--- src/rtl/sram_arb_pkg.sv ---
// Shared types and defaults for the two-requester SRAM arbiter.
// Combinational definitions only; no latency.
// No flow control here.
package sram_arb_pkg;
    localparam int ADDR_W_DEF = 20;
    localparam int DATA_W_DEF = 16;
    localparam int BE_W_DEF   = 2;
    localparam int MAX_OUT_DEF = 4;

    typedef logic rq_id_t;

    localparam rq_id_t RQ0 = 1'b0;
    localparam rq_id_t RQ1 = 1'b1;
endpackage

--- src/rtl/sram_arb_id_fifo.sv ---
// Requester-ID FIFO recording the issue order of reads in flight.
// Head reflects the oldest entry combinationally; push/pop take effect at the edge.
// Caller must not push when full without a pop, nor pop when empty.
module sram_arb_id_fifo
    import sram_arb_pkg::*;
#(
    parameter int MAX_OUTSTANDING = 4
) (
    input  logic   clock_50mhz,
    input  logic   reset,
    input  logic   push,
    input  rq_id_t push_id,
    input  logic   pop,
    output logic   full,
    output logic   empty,
    output rq_id_t head
);
    localparam int PW = $clog2(MAX_OUTSTANDING);
    localparam int CW = PW + 1;

    rq_id_t          mem [MAX_OUTSTANDING];
    logic [PW-1:0]   wr_ptr;
    logic [PW-1:0]   rd_ptr;
    logic [CW-1:0]   count;

    // Depth is a power of two, so the pointers wrap by plain overflow.
    always_ff @(posedge clock_50mhz) begin
        if (reset) begin
            wr_ptr <= '0;
            rd_ptr <= '0;
            count  <= '0;
        end else begin
            if (push) wr_ptr <= wr_ptr + 1'b1;
            if (pop)  rd_ptr <= rd_ptr + 1'b1;
            if (push && !pop)      count <= count + 1'b1;
            else if (pop && !push) count <= count - 1'b1;
        end
    end

    always_ff @(posedge clock_50mhz) begin
        if (push) mem[wr_ptr] <= push_id;
    end

    assign full  = (count == CW'(MAX_OUTSTANDING));
    assign empty = (count == '0);
    assign head  = mem[rd_ptr];
endmodule

--- src/rtl/sram_arbiter.sv ---
// Round-robin arbiter sharing one Avalon SRAM port between two requesters, routing reads back by issue order.
// Grant: 1 cycle from req to ack/strobe; return: 1 cycle from readdatavalid to rvalid.
// Requesters hold req until ack; reads stall while the ID FIFO is full unless a return frees a slot that cycle.
module sram_arbiter
    import sram_arb_pkg::*;
#(
    parameter int ADDR_W          = ADDR_W_DEF,
    parameter int DATA_W          = DATA_W_DEF,
    parameter int BE_W            = BE_W_DEF,
    parameter int MAX_OUTSTANDING = MAX_OUT_DEF
) (
    input  logic              clock_50mhz,
    input  logic              reset,

    input  logic              rq0_req,
    input  logic              rq0_write,
    input  logic [ADDR_W-1:0] rq0_addr,
    input  logic [BE_W-1:0]   rq0_be,
    input  logic [DATA_W-1:0] rq0_wdata,
    output logic              rq0_ack,
    output logic [DATA_W-1:0] rq0_rdata,
    output logic              rq0_rvalid,

    input  logic              rq1_req,
    input  logic              rq1_write,
    input  logic [ADDR_W-1:0] rq1_addr,
    input  logic [BE_W-1:0]   rq1_be,
    input  logic [DATA_W-1:0] rq1_wdata,
    output logic              rq1_ack,
    output logic [DATA_W-1:0] rq1_rdata,
    output logic              rq1_rvalid,

    output logic [ADDR_W-1:0] sram_address,
    output logic [BE_W-1:0]   sram_byteenable,
    output logic              sram_read,
    output logic              sram_write,
    output logic [DATA_W-1:0] sram_writedata,
    input  logic [DATA_W-1:0] sram_readdata,
    input  logic              sram_readdatavalid,

    output logic              err_unexpected_rvalid
);
    rq_id_t last;
    logic   fifo_full;
    logic   fifo_empty;
    rq_id_t fifo_head;
    logic   fifo_pop;
    logic   fifo_push;
    logic   rd_ok;
    logic   elig0;
    logic   elig1;
    logic   gnt_vld;
    rq_id_t gnt_id;
    logic   gnt_write;

    // A return arriving this cycle frees a slot in time for a read granted on the same edge.
    always_comb begin
        fifo_pop  = sram_readdatavalid && !fifo_empty;
        rd_ok     = !fifo_full || fifo_pop;
        elig0     = rq0_req && !rq0_ack && (rq0_write || rd_ok);
        elig1     = rq1_req && !rq1_ack && (rq1_write || rd_ok);
        gnt_vld   = elig0 || elig1;
        gnt_id    = (elig0 && elig1) ? ~last : (elig1 ? RQ1 : RQ0);
        gnt_write = (gnt_id == RQ1) ? rq1_write : rq0_write;
        fifo_push = gnt_vld && !gnt_write;
    end

    sram_arb_id_fifo #(
        .MAX_OUTSTANDING (MAX_OUTSTANDING)
    ) u_id_fifo (
        .clock_50mhz (clock_50mhz),
        .reset       (reset),
        .push        (fifo_push),
        .push_id     (gnt_id),
        .pop         (fifo_pop),
        .full        (fifo_full),
        .empty       (fifo_empty),
        .head        (fifo_head)
    );

    always_ff @(posedge clock_50mhz) begin
        if (reset) begin
            last                  <= RQ1;
            rq0_ack               <= 1'b0;
            rq1_ack               <= 1'b0;
            sram_read             <= 1'b0;
            sram_write            <= 1'b0;
            sram_address          <= '0;
            sram_byteenable       <= '0;
            sram_writedata        <= '0;
            rq0_rvalid            <= 1'b0;
            rq1_rvalid            <= 1'b0;
            rq0_rdata             <= '0;
            rq1_rdata             <= '0;
            err_unexpected_rvalid <= 1'b0;
        end else begin
            rq0_ack    <= gnt_vld && (gnt_id == RQ0);
            rq1_ack    <= gnt_vld && (gnt_id == RQ1);
            sram_read  <= fifo_push;
            sram_write <= gnt_vld && gnt_write;
            if (gnt_vld) begin
                last            <= gnt_id;
                sram_address    <= (gnt_id == RQ1) ? rq1_addr  : rq0_addr;
                sram_byteenable <= (gnt_id == RQ1) ? rq1_be    : rq0_be;
                sram_writedata  <= (gnt_id == RQ1) ? rq1_wdata : rq0_wdata;
            end

            rq0_rvalid <= fifo_pop && (fifo_head == RQ0);
            rq1_rvalid <= fifo_pop && (fifo_head == RQ1);
            if (fifo_pop && (fifo_head == RQ0)) rq0_rdata <= sram_readdata;
            if (fifo_pop && (fifo_head == RQ1)) rq1_rdata <= sram_readdata;

            if (sram_readdatavalid && fifo_empty) err_unexpected_rvalid <= 1'b1;
        end
    end
endmodule

--- config.mk ---
export PLATFORM = sky130hd
export DESIGN_NAME = sram_arbiter
export DESIGN_NICKNAME = d
export VERILOG_FILES = /design/src/rtl/sram_arb_pkg.sv /design/src/rtl/sram_arb_id_fifo.sv /design/src/rtl/sram_arbiter.sv
export SDC_FILE = /design/constraint.sdc
export NUM_CORES = 1
export LEC_CHECK = 0
export CAP_MARGIN = 20
export CORE_MARGIN = 2
export CORE_UTILIZATION = 27
export CTS_CLUSTER_SIZE = 30
export DETAILED_ROUTE_END_ITERATION = 7
export MAX_ROUTING_LAYER = met4
export PLACE_DENSITY = 0.52
export SLEW_MARGIN = 15
export SYNTH_ARGS = -nofsm -noshare
export SYNTH_HDL_FRONTEND = slang
export SYNTH_SLANG_ARGS = --single-unit
--- constraint.sdc ---
create_clock -name clock_50mhz -period 2.8 [get_ports clock_50mhz]
set_input_delay 0.56 -clock clock_50mhz [delete_from_list [all_inputs] [get_ports clock_50mhz]]
set_output_delay 0.56 -clock clock_50mhz [all_outputs]
set_load 0.005 [all_outputs]
==> tab_implementation.tex <==
\begin{tabular}{lr}
\hline
Metric & Value \\
\hline
\multicolumn{2}{l}{\textbf{Finish}} \\
Area occupied by multi-input gates & 2158 um\^{}2 \\
Fraction of layout instances using a drive strength above 1 & 9.571\% \\
Number of fillers in the final layout & 1482 \\
\# diodes & 0 \\
Number of standard cells in the layout, taps in and fillers out & 817 \\
Post-route cell area & 6706 um\^{}2 \\
Net total in the final layout & 706 \\
Area growth from synthesis to layout & 57.97\% \\
Sequential standard cell area & between 1500 and 2000 um\^{}2 \\
\multicolumn{2}{l}{\textbf{Global routing}} \\
Wire length of the first global-routing pass & 22570 um \\
Global-route congestion overflow total & 0 \\
GRT Util Overall & 17.59\% \\
Vias in the first global route & 4324 \\
Antenna violations before repair & 0 \\
Maximum number of pins on one net before global-route repair & 39 \\
\multicolumn{2}{l}{\textbf{Synthesis}} \\
\#FFs+latches synth & 91 \\
Proportion of netlist area held by the largest area contributor & roughly 41\% \\
Unique masters post-synth & 42 \\
Seq/Total Area, Yosys & 43.85\% \\
Gate count of the mapped netlist & 442 \\
Summed instance area of the synthesized netlist & 4245 um\^{}2 \\
Post-synth EDFFs & 4 \\
Synth top cells by count & dfxtp\_1, clkbuf\_1, nor2\_1 \\
Mapped Avg Cell Area & 9.605 um\^{}2 \\
Most frequent cell after synthesis & dfxtp\_1 \\
Share of flip-flops with an asynchronous set or reset & 0\% \\
Most area-hungry cell type in the Yosys netlist & dfxtp\_1 \\
Main flop type after synthesis & dfxtp\_1 \\
Leading cell types by total area after synthesis & dfxtp\_1, mux2i\_1, o211a\_1, a32oi\_1, o221ai\_1 \\
Yosys Warn Count & 0 \\
Synthesized netlist net count & 547 \\
\multicolumn{2}{l}{\textbf{Worst setup path}} \\
Worst path required time & 3070 ps \\
Startpoint kind of the worst setup timing path & primary input \\
Slowest CP cell & clkdlybuf4s50\_1 \\
Number of buffer and inverter stages on the critical path & 2 \\
R2R Setup Slk & 460 ps \\
Kind of cell adding the most delay to the critical path & simple AND/OR/NAND/NOR gates \\
Worst Path Class, Setup & in -> reg \\
Stage delay of the slowest cell on the critical path & $\sim$480 ps \\
Arrival time at the worst endpoint & 2940 ps \\
Crit path max fanout & 3 \\
Endpoint type of the worst setup path & flip-flop \\
List of cells traversed by the critical path & clkdlybuf4s50\_1 > or3b\_4 > o32a\_1 > nor2\_2 > ha\_2 > inv\_1 > fa\_1 > xor2\_1 > or3\_1 > a21oi\_2 \\
\multicolumn{2}{l}{\textbf{Routing}} \\
Via density per instance & 5.173 \\
Detailed Routing Iterations Pass 1 & 4 \\
Wirelength per Cell & about 17 um \\
Iteration-0 DRC Markers & roughly 230 \\
WL final & 14170 um \\
Number of nets still failing antenna checks after routing & 0 \\
DR DRC count & 0 \\
Routed vias & 4226 \\
\multicolumn{2}{l}{\textbf{Clock network}} \\
Source-to-sink clock delay at the later pin of the worst-skew pair & 350 ps \\
Root cell of the clock tree & clkbuf\_16 \\
Maximum buffer depth of the clock tree & 2 \\
CTS tree & built \\
Clock sink count & 91 \\
Post-cts hold buffer count & 0 \\
Clock-pin transition on the worst setup and hold timing paths & 60 ps \\
Number of clock buffers inserted by TritonCTS & 9 \\
Clock H-tree levels & 3 \\
\multicolumn{2}{l}{\textbf{Placed design}} \\
Weighted congestion reported at the end of routability-driven placement & 0.8457 \\
Total instance count after detailed placement & 800 \\
IO buf count & 175 \\
HPWL reported at the end of detailed placement & 9685 um \\
Placed cell area & 6392 um\^{}2 \\
\multicolumn{2}{l}{\textbf{STA}} \\
Setup repair after global routing missed its margin & no \\
Final worst path period need & between 2000 and 3000 ps \\
Final setup violation count & 0 \\
Setup Total Neg Slack & 0 ps \\
Final hold violation count & 0 \\
Actual slew at the worst max-slew pin & 775.6 ps \\
Relative slew slack & 48.29\% \\
Max-slew violation total from the final report & 0 \\
Worst Skew & 6.235 ps \\
Share of the cycle needed by the critical path after routing & between 90\% and 100\% \\
Timing-limited maximum frequency & 374.4 MHz \\
Final Hold Slack & 491.1 ps \\
\multicolumn{2}{l}{\textbf{Hold path}} \\
Worst min path class & reg -> reg \\
\multicolumn{2}{l}{\textbf{Pwr}} \\
Pwr per Cell Area & around 700 nW/um\^{}2 \\
IR drop worst, VDD & about 0.33 mV \\
Static leakage power & approximately 2.6 nW \\
\multicolumn{2}{l}{\textbf{Die}} \\
Effective utilization at floorplan & about 28\% \\
Site row count & 45 \\
Std-Cell Core Area & 15260 um\^{}2 \\
Die span in x & between 100 and 150 um \\
Number of I/O pins & 176 \\
Die Footprint & 16740 um\^{}2 \\
Die Y & 129.4 um \\
\multicolumn{2}{l}{\textbf{Status}} \\
Status & complete, no violations \\
\multicolumn{2}{l}{\textbf{Flow run}} \\
Number of max-cap violations & 0 \\
\hline
\end{tabular}
## layer usage
metal	wire length, um	global-route usage, %
met5	0	-
met4	163	5.179
met3	1322	6.152
met2	6567	27.49
met1	6117	21.44
## through the flow
stage / utilization [%] / power, mW / worst slack (ps)
after floorplan: - / 2.528 / 293.2
after global placement: 41.89 / 3.355 / -264.2
after detailed placement: 41.89 / 3.376 / -306.5
after CTS: 43.83 / 4.606 / 53.87
after global routing: 43.95 / 4.844 / 33.63
final: 43.95 / 4.558 / 129.3
## power by group
| part | switching [mW] | internal (mW) |
|---|---|---|
| registers | 0.138 | 1.53 |
| logic | 0.786 | 0.909 |
| clock network | 0.535 | 0.664 |
| total | 1.46 | 3.10 |
## what timing repair did
action                                  CTS  global route
buffers inserted                          0             1
gates resized for setup                   0             4
endpoints found under the setup margin    0             1
## final timing paths
check                          endpoint  cells after the start             startpoint
setup / recovery     u_id_fifo.count[2]                     10                rq0_req
hold / removal    err_unexpected_rvalid                      2  err_unexpected_rvalid
setup reg to reg     u_id_fifo.count[2]                      9                rq0_ack
hold reg to reg   err_unexpected_rvalid                      2  err_unexpected_rvalid
## sequential cells by signal, indices dropped and copies added, names as in the netlist, named ones only
signal / cells
err_unexpected_rvalid: 1
last: 1
rq0_ack: 1
rq0_rdata: 16
rq0_rvalid: 1
rq1_ack: 1
rq1_rdata: 16
rq1_rvalid: 1
sram_address: 20
sram_byteenable: 2
sram_read: 1
sram_write: 1
sram_writedata: 16
u_id_fifo.count: 3
u_id_fifo.mem: 4
u_id_fifo.rd_ptr: 2
u_id_fifo.wr_ptr: 2
## placed cells by master (no fill, tap or decap), types with 4 or more instances in the layout
cell type	Yosys	layout
a211oi_1	8	8
o32a_1	9	9
and3_1	4	4
clkbuf_16	0	10
a21oi_1	35	34
dfxtp_1	87	87
clkdlybuf4s50_1	0	174
inv_1	12	12
o221ai_1	30	30
nor2_1	42	41
nor3_1	13	13
buf_4	0	18
o211a_1	30	30
a32oi_1	30	30
ha_1	5	4
buf_12	0	10
o21ai_0	14	12
edfxtp_1	4	4
mux2i_1	33	33
## layout make-up
| type | instances | share of cell area (%) |
|---|---|---|
| clock inverter | 5 | 0.6157 |
| inverter | 12 | 0.6716 |
| multi-input combinational | 284 | 32.18 |
| tap | 211 | 3.937 |
| clock buffer | 11 | 3.787 |
| sequential | 91 | 27.76 |
| timing repair buffer | 203 | 31.04 |
## worst register-to-register path, stage by stage (launching register included)
cell and delay (ps):
dfxtp_1 350, or3b_4 410, o32a_1 210, nor2_2 90, ha_2 170, inv_1 50, fa_1 370, xor2_1 160
or3_1 320, a21oi_2 150
## cells by family (layout without fill, tap and decap cells)
family | after synthesis | after routing | share of synthesized area, %
fa+ha+maj | 6 | 6 | 1.945
simple gates | 74 | 74 | 8.193
mux | 34 | 34 | 8.311
buf+inv | 67 | 231 | 6.277
xor+xnor | 4 | 4 | 0.8254
compound gates | 166 | 166 | 30.59
flops | 91 | 91 | 43.86
Power figures use the tool's default switching activity.
